### config.mk
export PLATFORM = sky130hd
export DESIGN_NAME = serial_out_scheduler
export DESIGN_NICKNAME = d
export VERILOG_FILES = /design/src/rtl/serial_out_scheduler_pkg.sv /design/src/rtl/serial_out_scheduler_ch_status.sv /design/src/rtl/serial_out_scheduler.sv
export SDC_FILE = /design/constraint.sdc
export NUM_CORES = 1
export LEC_CHECK = 0
export BUFFER_PORTS_ARGS = -buffer_cell sky130_fd_sc_hd__buf_2
export CAP_MARGIN = 40
export CORE_MARGIN = 8
export CORE_UTILIZATION = 40
export CTS_CLUSTER_SIZE = 30
export DETAILED_ROUTE_END_ITERATION = 8
export GPL_ROUTABILITY_DRIVEN = 0
export SYNTH_ARGS = -nofsm -noshare
export SYNTH_HDL_FRONTEND = slang
export SYNTH_SLANG_ARGS = --single-unit
export TNS_END_PERCENT = 100
### constraint.sdc
create_clock -name clk -period 3.34 [get_ports clk]
set_input_delay 0.334 -clock clk [delete_from_list [all_inputs] [get_ports clk]]
set_output_delay 0.334 -clock clk [all_outputs]
set_load 0.005 [all_outputs]
### src/rtl/serial_out_scheduler_pkg.sv
// Shared types for the serial_out command scheduler: FSM encoding, commit selector
// and the latched command flags.
package serial_out_scheduler_pkg;

    typedef enum logic [1:0] {
        S_IDLE  = 2'b00,
        S_LOAD  = 2'b01,
        S_ISSUE = 2'b10,
        S_DONE  = 2'b11
    } state_t;

    localparam logic [3:0] SEL_COMMIT = 4'hF;

    typedef struct packed {
        logic [3:0] sel;
        logic       start;
        logic       stop;
        logic       mode;
    } cmd_t;

endpackage

### src/rtl/serial_out_scheduler_ch_status.sv
// Per-channel status: mode register, busy bit and (with SYNC_START_EN) the
// pending-start bit. A start always wins over a same-cycle clear.
module ch_status
    import serial_out_scheduler_pkg::*;
(
    input  logic clk,
    input  logic rst,
    input  logic mode_we,
    input  logic mode_d,
    input  logic start_set,
    input  logic stop_clr,
    input  logic pend_set,
    input  logic pend_clr,
    input  logic done_tick,
    output logic mode,
    output logic busy,
    output logic pending
);

    always_ff @(posedge clk) begin
        if (rst) begin
            mode <= 1'b0;
            busy <= 1'b0;
        end else begin
            if (mode_we)
                mode <= mode_d;
            // Repeat-mode channels ignore done ticks; only a stop ends them.
            if (start_set)
                busy <= 1'b1;
            else if (stop_clr)
                busy <= 1'b0;
            else if (done_tick && !mode)
                busy <= 1'b0;
        end
    end

`ifdef SYNC_START_EN
    always_ff @(posedge clk) begin
        if (rst)
            pending <= 1'b0;
        else if (stop_clr || pend_clr)
            pending <= 1'b0;
        else if (pend_set)
            pending <= 1'b1;
    end
`else
    logic unused_pend;
    assign unused_pend = ^{pend_set, pend_clr};
    assign pending     = 1'b0;
`endif

endmodule

### src/rtl/serial_out_scheduler.sv
// Sequences decoded commands onto CH_NUM serial_out channels (load, start/stop pulse,
// busy tracking). Define SYNC_START_EN to arm starts as pending and launch them on commit.
module serial_out_scheduler
    import serial_out_scheduler_pkg::*;
#(
    parameter int DATA_BIT = 32,
    parameter int CH_NUM   = 3
) (
    input  logic                       clk,
    input  logic                       rst,
    input  logic                       i_cmd_valid,
    output logic                       o_cmd_ready,
    input  logic [3:0]                 i_cmd_sel,
    input  logic                       i_cmd_start,
    input  logic                       i_cmd_stop,
    input  logic                       i_cmd_mode,
    input  logic [DATA_BIT-1:0]        i_cmd_output_pattern,
    input  logic [DATA_BIT-1:0]        i_cmd_freq_pattern,
    input  logic [CH_NUM-1:0]          i_ch_done_tick,
    output logic [CH_NUM-1:0]          o_ch_start,
    output logic [CH_NUM-1:0]          o_ch_stop,
    output logic [CH_NUM-1:0]          o_ch_mode,
    output logic [CH_NUM*DATA_BIT-1:0] o_ch_output_pattern,
    output logic [CH_NUM*DATA_BIT-1:0] o_ch_freq_pattern,
    output logic [CH_NUM-1:0]          o_busy,
    output logic                       o_done_tick,
    output logic                       o_err
);

    state_t                           state, state_nxt;
    cmd_t                             cmd;
    logic [DATA_BIT-1:0]              cmd_pat, cmd_frq;
    logic [CH_NUM-1:0][DATA_BIT-1:0]  out_pat, frq_pat;
    logic [CH_NUM-1:0]                sel_hit, ch_we, pend_set, pending;
    logic                             sel_ok, commit_ok, load_err, commit;

    for (genvar n = 0; n < CH_NUM; n++) begin : g_sel
        assign sel_hit[n] = (cmd.sel == 4'(n));
    end

    assign sel_ok = |sel_hit;
`ifdef SYNC_START_EN
    assign commit_ok = (cmd.sel == SEL_COMMIT);
`else
    assign commit_ok = 1'b0;
`endif
    // Stop is never rejected; a start to a running channel is.
    assign load_err = sel_ok ? (!cmd.stop && cmd.start && |(sel_hit & o_busy)) : !commit_ok;

    always_ff @(posedge clk) begin
        if (rst)
            state <= S_IDLE;
        else
            state <= state_nxt;
    end

    always_ff @(posedge clk) begin
        if (rst) begin
            cmd     <= '0;
            cmd_pat <= '0;
            cmd_frq <= '0;
        end else if (state == S_IDLE && i_cmd_valid) begin
            cmd     <= '{sel: i_cmd_sel, start: i_cmd_start, stop: i_cmd_stop, mode: i_cmd_mode};
            cmd_pat <= i_cmd_output_pattern;
            cmd_frq <= i_cmd_freq_pattern;
        end
    end

    always_ff @(posedge clk) begin
        for (int n = 0; n < CH_NUM; n++) begin
            if (rst) begin
                out_pat[n] <= '0;
                frq_pat[n] <= '0;
            end else if (ch_we[n]) begin
                out_pat[n] <= cmd_pat;
                frq_pat[n] <= cmd_frq;
            end
        end
    end

    always_comb begin
        state_nxt = state;
        case (state)
            S_IDLE:  if (i_cmd_valid) state_nxt = S_LOAD;
            S_LOAD:  state_nxt = load_err ? S_IDLE : S_ISSUE;
            S_ISSUE: state_nxt = S_DONE;
            S_DONE:  state_nxt = S_IDLE;
            default: state_nxt = S_IDLE;
        endcase
    end

    always_comb begin
        o_cmd_ready = 1'b0;
        o_err       = 1'b0;
        o_done_tick = 1'b0;
        o_ch_start  = '0;
        o_ch_stop   = '0;
        ch_we       = '0;
        pend_set    = '0;
        commit      = 1'b0;
        case (state)
            S_IDLE: o_cmd_ready = !rst;
            S_LOAD: begin
                o_err = load_err;
                if (sel_ok && !cmd.stop && !load_err)
                    ch_we = sel_hit;
            end
            S_ISSUE: begin
                if (commit_ok) begin
                    commit     = 1'b1;
                    o_ch_start = pending;
                end else if (cmd.stop) begin
                    o_ch_stop = sel_hit;
                end else if (cmd.start) begin
`ifdef SYNC_START_EN
                    pend_set = sel_hit;
`else
                    o_ch_start = sel_hit;
`endif
                end
            end
            S_DONE:  o_done_tick = 1'b1;
            default: ;
        endcase
    end

    ch_status u_ch [CH_NUM-1:0] (
        .clk       (clk),
        .rst       (rst),
        .mode_we   (ch_we),
        .mode_d    ({CH_NUM{cmd.mode}}),
        .start_set (o_ch_start),
        .stop_clr  (o_ch_stop),
        .pend_set  (pend_set),
        .pend_clr  ({CH_NUM{commit}}),
        .done_tick (i_ch_done_tick),
        .mode      (o_ch_mode),
        .busy      (o_busy),
        .pending   (pending)
    );

    assign o_ch_output_pattern = out_pat;
    assign o_ch_freq_pattern   = frq_pat;

endmodule

# Word-level counts from Yosys, hierarchy flattened
# Index checks and enable logic that the tools add are counted.
# totals
register_bits	271
inputBits	77
wordCells	70
# op_classes
n_eq_ne	6
n_mux	23
bitwise_logic	1
n_reduce_logical	21
# op_table
op	n
$mux 3	7
$mux 1	13
$reduce_bool 3->1	3
$logic_and 1x1->1	8
$pmux 2 s4	1
$logic_not 1->1	6
$reduce_or 3->1	2
$eq 2x2->1 const B	2
$eq 4x1->1 const B	1
$eq 4x2->1 const B	1
$logic_not 4->1	1
$mux 2	2
$and 3x3->3	1
$eq 2x1->1 const B	1
$logic_not 2->1	1
$ne 2x2->1 const B	1

# Longest topological paths before layout
# depth
depth_word	9
mapped_depth	6
ltp_nobuf	3

# By module
# A second synthesis with hierarchy kept.
# unflattened
hier_cells	1065
area_unflattened_um2	10616.4
# modules_own_cells
module	instances	cells_per_inst	area_each_um2	seq_area_each_um2
serial_out_scheduler	1	1035	10361.2	5305.1
ch_status	3	10	85.1	40.0

# Worst setup path after synthesis
# OpenSTA, ideal clock, no wires.
# synth_path
kind	reg2out
from	reg state[0]
to	out o_ch_start[1]
t_arrival_ns	1.576
slack_ns	1.430
stages_incl_launch_ff	6
path_buffers	2
path_cell_list	dfxtp_1 buf_6 or4b_2 or2_2 nor2_1 buf_4
# synth_between
elab_chain_cells	2
# synth_rtl
item	line	text
start, declared	serial_out_scheduler.sv:30	state_t state, state_nxt;
start signal, assigned	serial_out_scheduler.sv:54	state <= state_nxt;
$eq 2x2->1	serial_out_scheduler.sv:101	case (state)
$mux 3	serial_out_scheduler.sv:101	
end, declared	serial_out_scheduler.sv:20	output logic [CH_NUM-1:0] o_ch_start,
# Every way passes these cells.

==> out/results.ini <==
[logic_synthesis]
syn_area_sq_mm = 0.0107
synth_area_leaders = dfxtp_1 (51%), mux2i_1 (18%), nand2b_1 (16%)
async_flop_share = 0
synth_edf_count = 0
ys_top_cells_by_count = dfxtp_1 (271), nand2b_1 (265), mux2i_1 (196), nand2_1 (142), a21oi_1 (71)
syn_nets = 1148
synth_ff_type = dfxtp_1
synth_seq_cells = 271
syn_inst = 1071
synth_cell_type_count = 30
yosysTopAreaCell = dfxtp_1
yosysWarnings = 0
synth_top_area_frac = 0.508
synth_most_common_cell = dfxtp_1
synth-seq-area-share = 0.508
postSynthAreaPerCell_sq_um = 9.98

[layout]
area_growth_pct = 25.0
multi_input_area_sq_mm = 0.00478
n_fill_cell = 2544
drive_above_1_share = 0.269
seqCellArea_sq_mm = 0.00543
nets = 1389

[global_routing]
antenna_found_initial = 2
grt_max_degree = 126
grt_pass1_wl_um = 46300
grt_pass1_vias = 8109
grt.total_usage = 0.174
grt_overflow = 0

[critical_path]
critPathCaptureType = output pin
cp.required_ns = 3.01
crit_arrival_ns = 2.34
start_kind = register
critPathKind = reg2out
crit_path_max_fanout = 10

[power]
finalPower_w = 0.00741
p_leak_nw = 6.42
p_per_area_mw_per_mm2 = 555
ir_drop_mv = 0.287

[timing]
hold_viol_final = 0
max_freq_mhz = 375
slew-limit-headroom = 0.567
setup_tns_ns = 0
rsz0062_at_grt = no
setup_ws_ns = 0.670
fin_worst_skew_ns = 0.00768
setup_viol = 0
layout_min_cycle_time_ns = 2.67
worst_pin_slew_ns = 0.650
drv_slew = 0
fin_crit_sh = 0.799

[cts]
postCtsSetupBuffers = 0
postCtsHoldBufs = 1
cts.repair.resized = 0
htreeDepth = 1
clock_latency_ns = 0.54
clock_tree.root_cell = clkbuf_16
clock_path_buffers = 3
cts_tree = yes
cts_buffers = 30
clk_pin_slew_ns = 0.06
cts.sinks = 271

[status]
status = complete, no violations

[place]
dp_slack_ns = 1.04
dp_hpwl_um = 19900
port_buffers = 283

[detailed_routing]
viasPerCell = 4.72
first_pass_iters = 4
routedWlPerCell_um = 17.2
routed.top_layer = met5
wl_met3_um = 1690
wl_met2_um = 13500
wl_um = 28900
drc = 0
drtIter0Drc = 379
wirelength_met1_um = 13400
postRouteAntennaNets = 0
dr_total_vias = 7924

[floorplan]
core_sq_mm = 0.0266
start_util = 0.402
fp.dieH_um = 179
ios = 284
die_w_um = 179
fp-row-count = 60
design.die.area_sq_mm = 0.0322

[hold_path]
min_path_type = in2reg

[job]
cap_viol_max_count = 0

==> cell type report <==
class | count | area share
diodes | 1 | 0.000187
well taps | 341 | 0.0319
clock inverters | 12 | 0.0123
flip-flops and latches | 271 | 0.406
multi-input cells | 709 | 0.358
repair buffers | 298 | 0.123
clock buffers | 44 | 0.0685
inverters | 2 | 0.000562
==> final timing paths <==
path	end	startpoint	cells past startpoint	slack [ns]
worst min-delay path	cmd_frq[8]	i_cmd_freq_pattern[8]	3	0.03
worst max-delay path	o_ch_start[2]	register	4	0.67
worst min register to register	cmd_frq[15]	cmd_frq[15]	2	0.45
worst max register to register	o_ch_freq_pattern[93]	state[0]	5	1.05
==> layer usage <==
layer  vias to the layer above  global-route usage
met4                         2              0.0407
met5                         -                   0
met3                        31              0.0446
met1                      3708               0.224
li1                       3988                   -
met2                       195               0.288
==> flip-flops by register name (all words and copies together), names as in the netlist, named ones only <==
name / flops
o_ch_freq_pattern: 96
state: 1
o_ch_output_pattern: 96
cmd_pat: 32
cmd_frq: 32
u_ch.busy: 3
u_ch.mode: 3
cmd: 7
==> worst max-delay path: stages (launching register included) <==
cell     delay (ns)
dfxtp_1        0.50
or4b_2         0.70
or2_2          0.34
nor2_1         0.13
buf_2          0.13
==> report_power, final <==
part	switching, W	leakage, nW	internal (W)
Combinational	0.000301	3.68	0.000232
Clock	0.00131	0.540	0.00220
Sequential	0.0000496	2.19	0.00332
Total	0.00166	6.42	0.00575
==> per-stage QoR <==
step	cells	util	hold WS [ns]	cell area, sq um
3_5_place_dp	1620	0.462	0.447	12300
2_1_floorplan	1071	-	0.437	10700
5_1_grt	1678	0.503	0.00546	13400
6_report	1678	0.503	0.0319	13400
4_1_cts	1677	0.503	0.00201	13400
3_3_place_gp	1617	0.459	0.442	12200
==> placed cells by master (no fill, tap or decap), types with 4 or more instances in the layout <==
master     instances
clkbuf_8           9
buf_12             5
clkbuf_1           4
nand2b_1         265
clkinv_2           7
bufinv_16          4
buf_4              7
nor2_1             4
buf_2            282
clkbuf_16         31
mux2i_1          196
a21oi_1           71
nor3_1             5
dfxtp_1          271
nand2_1          142
==> cell families (layout without fill, tap and decap cells) <==
| group | count (synthesis) | after routing | share of synthesized area |
|---|---|---|---|
| and+or+nand+nor | 432 | 432 | 0.220 |
| other | 0 | 1 | 0 |
| AOI/OAI and AO/OA | 81 | 81 | 0.0416 |
| muxes | 196 | 196 | 0.184 |
| buffers and inverters | 91 | 356 | 0.0474 |
| DFF | 271 | 271 | 0.508 |
No activity file was read; power rests on OpenSTA's default activity.
